[src/rtl/bolge_puan_sayaci.sv]
// -----------------------------------------------------------------------------
// bolge_puan_sayaci
// Scorer sitting downstream of the bit-run game core. Each posedge it samples
// the core's region and coordinates, keeps a saturating dwell counter per
// region and tracks the peak Manhattan distance from (MERKEZ, MERKEZ).
// When the game ends it picks the region with the largest dwell count
// (lowest index on ties) and offers the result with a valid/ack handshake.
//
// Optional feature macro: BOLGE_GECIS_EN
//   defined   -> region transitions are counted (saturating at 255)
//   undefined -> no transition logic; gecis_sayisi is tied to zero
// -----------------------------------------------------------------------------
module bolge_puan_sayaci #(
    parameter int CNT_W   = 7,
    parameter int KOORD_W = 7,
    parameter int MERKEZ  = 64
) (
    input  logic               clk,
    input  logic               rst_n,
    input  logic [1:0]         bolge,
    input  logic [KOORD_W-1:0] x,
    input  logic [KOORD_W-1:0] y,
    input  logic               bitti_mi,
    input  logic               sonuc_al,
    output logic               sonuc_gecerli,
    output logic [1:0]         kazanan,
    output logic [CNT_W-1:0]   kazanan_puan,
    output logic [KOORD_W:0]   maks_mesafe,
    output logic [7:0]         gecis_sayisi,
    output logic [2:0]         durum
);

    typedef enum logic [2:0] {
        BOS   = 3'd0,
        TAKIP = 3'd1,
        KARAR = 3'd2,
        RAPOR = 3'd3,
        SON   = 3'd4
    } durum_t;

    localparam logic [CNT_W-1:0]   L_SAYAC_MAKS = '1;
    localparam logic [KOORD_W:0]   L_MERKEZ     = (KOORD_W+1)'(MERKEZ);

    durum_t               r_durum;
    durum_t               w_sonraki;
    logic                 w_gecerli;

    logic [CNT_W-1:0]     r_sayac [4];
    logic [KOORD_W:0]     r_maks_mesafe;
    logic [1:0]           r_kazanan;
    logic [CNT_W-1:0]     r_kazanan_puan;

    logic                 w_ornek;
    logic [KOORD_W:0]     w_x;
    logic [KOORD_W:0]     w_y;
    logic [KOORD_W:0]     w_dx;
    logic [KOORD_W:0]     w_dy;
    logic [KOORD_W:0]     w_mesafe;
    logic [1:0]           w_kaz_idx;
    logic [CNT_W-1:0]     w_kaz_puan;

    // A sample is accumulated only while tracking and the game is still running.
    assign w_ornek = (r_durum == TAKIP) && !bitti_mi;

    // Distance uses the raw wrapped coordinates; one extra bit holds the sum.
    assign w_x      = {1'b0, x};
    assign w_y      = {1'b0, y};
    assign w_dx     = (w_x >= L_MERKEZ) ? (w_x - L_MERKEZ) : (L_MERKEZ - w_x);
    assign w_dy     = (w_y >= L_MERKEZ) ? (w_y - L_MERKEZ) : (L_MERKEZ - w_y);
    assign w_mesafe = w_dx + w_dy;

    // State register.
    always_ff @(posedge clk or negedge rst_n) begin
        // NOTE: sequential state uses non-blocking (<=) so every flop samples
        // pre-edge values regardless of block ordering.
        if (!rst_n) r_durum <= BOS;
        else        r_durum <= w_sonraki;
    end

    // Next-state and handshake output decode.
    always_comb begin
        // NOTE: every signal gets a default first so no path leaves it
        // unassigned, which would infer a latch.
        w_sonraki = r_durum;
        w_gecerli = 1'b0;
        case (r_durum)
            BOS:     w_sonraki = TAKIP;           // discard cycle, core bolge still X
            TAKIP:   if (bitti_mi) w_sonraki = KARAR;
            KARAR:   w_sonraki = RAPOR;
            RAPOR: begin
                w_gecerli = 1'b1;
                if (sonuc_al) w_sonraki = SON;
            end
            SON:     w_sonraki = SON;             // only reset leaves SON
            default: w_sonraki = BOS;
        endcase
    end

    // Winner search: strict '>' keeps the lowest index on ties.
    always_comb begin
        w_kaz_idx  = 2'd0;
        w_kaz_puan = r_sayac[0];
        for (int i = 1; i < 4; i++) begin
            if (r_sayac[i] > w_kaz_puan) begin
                w_kaz_idx  = 2'(i);
                w_kaz_puan = r_sayac[i];
            end
        end
    end

    // Per-region saturating dwell counters.
    always_ff @(posedge clk or negedge rst_n) begin
        if (!rst_n) begin
            // NOTE: the counter array is reset explicitly because a mid-game
            // reset must discard all accumulated dwell data.
            for (int i = 0; i < 4; i++) r_sayac[i] <= '0;
        end else if (w_ornek && (r_sayac[bolge] != L_SAYAC_MAKS)) begin
            r_sayac[bolge] <= r_sayac[bolge] + 1'b1;
        end
    end

    // Peak distance tracking while the game runs.
    always_ff @(posedge clk or negedge rst_n) begin
        if (!rst_n)                                   r_maks_mesafe <= '0;
        else if (w_ornek && (w_mesafe > r_maks_mesafe)) r_maks_mesafe <= w_mesafe;
    end

    // Result capture in KARAR; held unchanged through RAPOR and SON.
    always_ff @(posedge clk or negedge rst_n) begin
        if (!rst_n) begin
            r_kazanan      <= 2'd0;
            r_kazanan_puan <= '0;
        end else if (r_durum == KARAR) begin
            r_kazanan      <= w_kaz_idx;
            r_kazanan_puan <= w_kaz_puan;
        end
    end

`ifdef BOLGE_GECIS_EN
    logic [1:0] r_onceki_bolge;
    logic       r_ilk_ornek;
    logic [7:0] r_gecis;

    // Transition counter; the first sample only seeds the previous region.
    always_ff @(posedge clk or negedge rst_n) begin
        if (!rst_n) begin
            r_onceki_bolge <= 2'd0;
            r_ilk_ornek    <= 1'b1;
            r_gecis        <= 8'd0;
        end else if (w_ornek) begin
            r_onceki_bolge <= bolge;
            r_ilk_ornek    <= 1'b0;
            if (!r_ilk_ornek && (bolge != r_onceki_bolge) && (r_gecis != 8'hFF))
                r_gecis <= r_gecis + 8'd1;
        end
    end

    assign gecis_sayisi = r_gecis;
`else
    assign gecis_sayisi = 8'd0;
`endif

    assign sonuc_gecerli = w_gecerli;
    assign kazanan       = r_kazanan;
    assign kazanan_puan  = r_kazanan_puan;
    assign maks_mesafe   = r_maks_mesafe;
    assign durum         = r_durum;

endmodule

[config.mk]
export PLATFORM = sky130hd
export DESIGN_NAME = bolge_puan_sayaci
export DESIGN_NICKNAME = d
export VERILOG_FILES = /design/src/rtl/bolge_puan_sayaci.sv
export SDC_FILE = /design/constraint.sdc
export NUM_CORES = 1
export LEC_CHECK = 0
export ABC_AREA = 1
export BUFFER_PORTS_ARGS = -buffer_cell sky130_fd_sc_hd__buf_2
export CAP_MARGIN = 0
export CORE_MARGIN = 1
export CORE_UTILIZATION = 57
export CTS_CLUSTER_DIAMETER = 40
export CTS_CLUSTER_SIZE = 12
export DETAILED_ROUTE_END_ITERATION = 12
export PLACE_DENSITY = 0.79
export SETUP_SLACK_MARGIN = 0.5
export SYNTH_ARGS = -nofsm -noshare
export SYNTH_HDL_FRONTEND = slang
export SYNTH_SLANG_ARGS = --single-unit
[constraint.sdc]
create_clock -name clk -period 6.9 [get_ports clk]
set_input_delay 0.69 -clock clk [delete_from_list [all_inputs] [get_ports clk]]
set_output_delay 0.69 -clock clk [all_outputs]
set_load 0.1 [all_outputs]
==> results.toml <==
[place]
dp.cells = 686
dp_hpwl_mm = 7.31
port_buffers = 40
place_area_sq_mm = 0.00427
routabilityCongestion = 0.981

[worst_setup_path]
slowest_stage = "dfrtp_1"
cp_common_cell = "nand2_1"
critPathBufInv = 2
path_class = "flop to flop"
cpPeakStageDelay_ns = 0.37
start_kind = "flop"
crit_path_max_fanout = 9
worstPathArrival_ns = 4.69
end_kind = "flop"
cp_data_required_time_ns = 7.10
crit_family = "simple AND/OR/NAND/NOR gates"

[synthesis]
synth-seq-cells = 48
synth_cell_type_count = 42
synthAdderAreaFrac_pct = 12.6
muxShareOfSynthArea_pct = 0
ys_seq_area_share_pct = 29.8
synthSimpleGateAreaFrac_pct = 34.1
avgSynthCellArea_sq_um = 7.24
yosys_warnings = 0
syn_area_sq_mm = 0.00404
synth_top_family_by_area = "simple AND/OR/NAND/NOR gates"
synth-compound-area-share_pct = 9.27
synth_xor_area_share_pct = 3.44
synth_cells = 557

[floorplanning]
die_w_um = 86.1
ios = 49
rows = 30
core_sq_mm = 0.00683
die_h_um = 86.1
start_util_pct = 59.1
die-area_sq_mm = 0.00742

[clock_tree]
cts-buffers-inserted = 5
cts_tree = "built"
clk-insertion-delay-late_ns = 0.31
path_clk_slew_ns = 0.09
clk_path_buf_depth = 2
root_buffer = "clkbuf_8"
ctsResizeCount = 0
cts_setup_buffers = 0
cts_hold_buf = 0
cts.sinks = 48
htree_levels = 2

[global_route]
antenna_found_initial = 0
grt_overflow = 0
grt_max_degree = 49
grt_usage_pct = 26.3
grt_pass1_wl_mm = 15.4
grt_pass1_vias = 3347

[route]
vias = 3673
drtPass1Iterations = 5
met2_wirelength_mm = 4.38
top_layer = "met4"
ant_nets = 0
routed_wl_mm = 9.16
via_per_inst = 5.30
drc_errors = 0
routed-wl-met3_um = 501
met1_length_mm = 4.03
drtIter0Drc = 237
post_drt_wl_per_cell_um = 13.2

[final_layout]
nets = 657
instances_no_fill = 693
diodes = 0
drive_gt1_share_pct = 17.1
design_area_sq_mm = 0.00435
area_delta_synth_final_pct = 7.78

[timing]
fin_tns_setup_ns = 0
rsz0062_at_grt = "false"
clock.fmax_mhz = 223
clock_skew_ns = 0.00851
setup_viol = 0
slew_violations = 0
hold_violations = 0
period_share_pct = 65.0
relSlewSlack_pct = 26.5
period_needed_ns = 4.49
worstMarginPinSlew_ns = 1.09

[status]
outcome = "completed"

[run]
max-cap-violations = 0

[worst_hold_path]
hp-class = "flop to flop"
[path summary, 6_finish.rpt]
check | start | slack, ns | cells after the start | end
max | r_sayac[27] | 2.41 | 27 | kazanan_puan[4]
min | kazanan_puan[5] | 0.48 | 2 | kazanan_puan[5]
max reg2reg | r_sayac[27] | 2.41 | 27 | kazanan_puan[4]
min reg2reg | kazanan_puan[5] | 0.48 | 2 | kazanan_puan[5]
max in group asynchronous | rst_n | 5.67 | 1 | r_sayac[3]
min in group asynchronous | rst_n | 0.58 | 1 | r_sayac[20]
[through the flow]
stage,setup slack [ns],utilization [%],hold WS [ns]
after floorplan,2.95,-,0.394
after global placement,2.61,62.5,0.462
after detailed placement,2.48,62.5,0.461
after CTS,2.48,63.7,0.485
after global routing,1.96,63.7,0.511
final,2.41,63.7,0.480
[layout by cell type, fill, tap and decap left out, types with 2 or more instances in the layout]
cell type | synthesis | final
a31oi_1 | 4 | 4
inv_2 | 4 | 4
nor3_1 | 5 | 5
xnor2_1 | 2 | 2
dfrtp_1 | 48 | 48
and2_1 | 5 | 5
nand4_1 | 9 | 9
nand3_2 | 4 | 4
a21oi_1 | 20 | 20
xor2_1 | 12 | 12
o21ai_2 | 7 | 7
nand2_2 | 24 | 24
nand3_1 | 32 | 32
nor4_1 | 2 | 2
nand2_4 | 3 | 3
conb_1 | 1 | 8
nand3b_1 | 5 | 5
clkbuf_8 | 0 | 5
a31o_2 | 2 | 2
nor2_4 | 5 | 5
o21ai_0 | 18 | 18
ha_1 | 39 | 39
inv_1 | 80 | 80
nor2_2 | 2 | 2
nor2_1 | 26 | 26
o21ai_1 | 7 | 7
nand2_1 | 165 | 165
buf_2 | 1 | 40
[synth_stat cells (all sizes together)]
library cell / n / area share (%)
o21ai: 32 / 4.6
nand3: 37 / 5.4
o21a: 1 / 0.19
a21o: 1 / 0.19
and2: 5 / 0.78
nor2: 34 / 4.6
inv: 84 / 7.8
buf: 13 / 2.7
conb: 1 / 0.093
a21oi: 21 / 2.7
nand3b: 5 / 0.93
xnor2: 2 / 0.43
ha: 39 / 12
clkinv: 1 / 0.093
o22ai: 1 / 0.16
a22oi: 1 / 0.19
clkbuf: 1 / 0.093
dfrtp: 48 / 30
nor4: 2 / 0.31
o21bai: 1 / 0.19
a31oi: 4 / 0.62
nor3: 5 / 0.62
fa: 1 / 0.50
xor2: 13 / 3.0
nand2: 192 / 20
or2: 1 / 0.16
a31o: 2 / 0.43
nand4: 9 / 1.4
[routing by layer]
metal	track usage [%]	up-vias
li1	-	1835
met1	34.3	1664
met2	43.9	147
met3	3.56	27
met4	11.1	0
met5	0	-
[flip-flops by register name, summed over array words and instances, names as in the netlist]
signal	flops
kazanan	2
maks_mesafe	8
durum	3
kazanan_puan	7
r_sayac	28
[final cells by class]
cell class                 instances  area (sq um)
timing repair buffer              40           200
tap                               96           120
clock buffer                       5          68.8
fill                             632          2480
clock inverter                     2          12.5
multi-input combinational        417          2430
sequential                        48          1200
inverter                          85           319
[worst register-to-register path: cells and delay by family (launching register included)]
kind | cells | cell delay (ns)
AOI/OAI and AO/OA | 2 | 0.24
adders and majority gates | 3 | 0.91
DFF | 1 | 0.37
and+or+nand+nor | 20 | 2.56
buffers and inverters | 2 | 0.31
[logic make-up after synthesis]
family          count (synthesis)
buf+inv                        99
compound gates                 64
flops                          48
other cells                     1
simple gates                  290
xor+xnor                       15
fa+ha+maj                      40
Power is left out: the tool's default activity adds up to more than one toggle a clock period on the data nets, which glitch-free logic cannot reach.
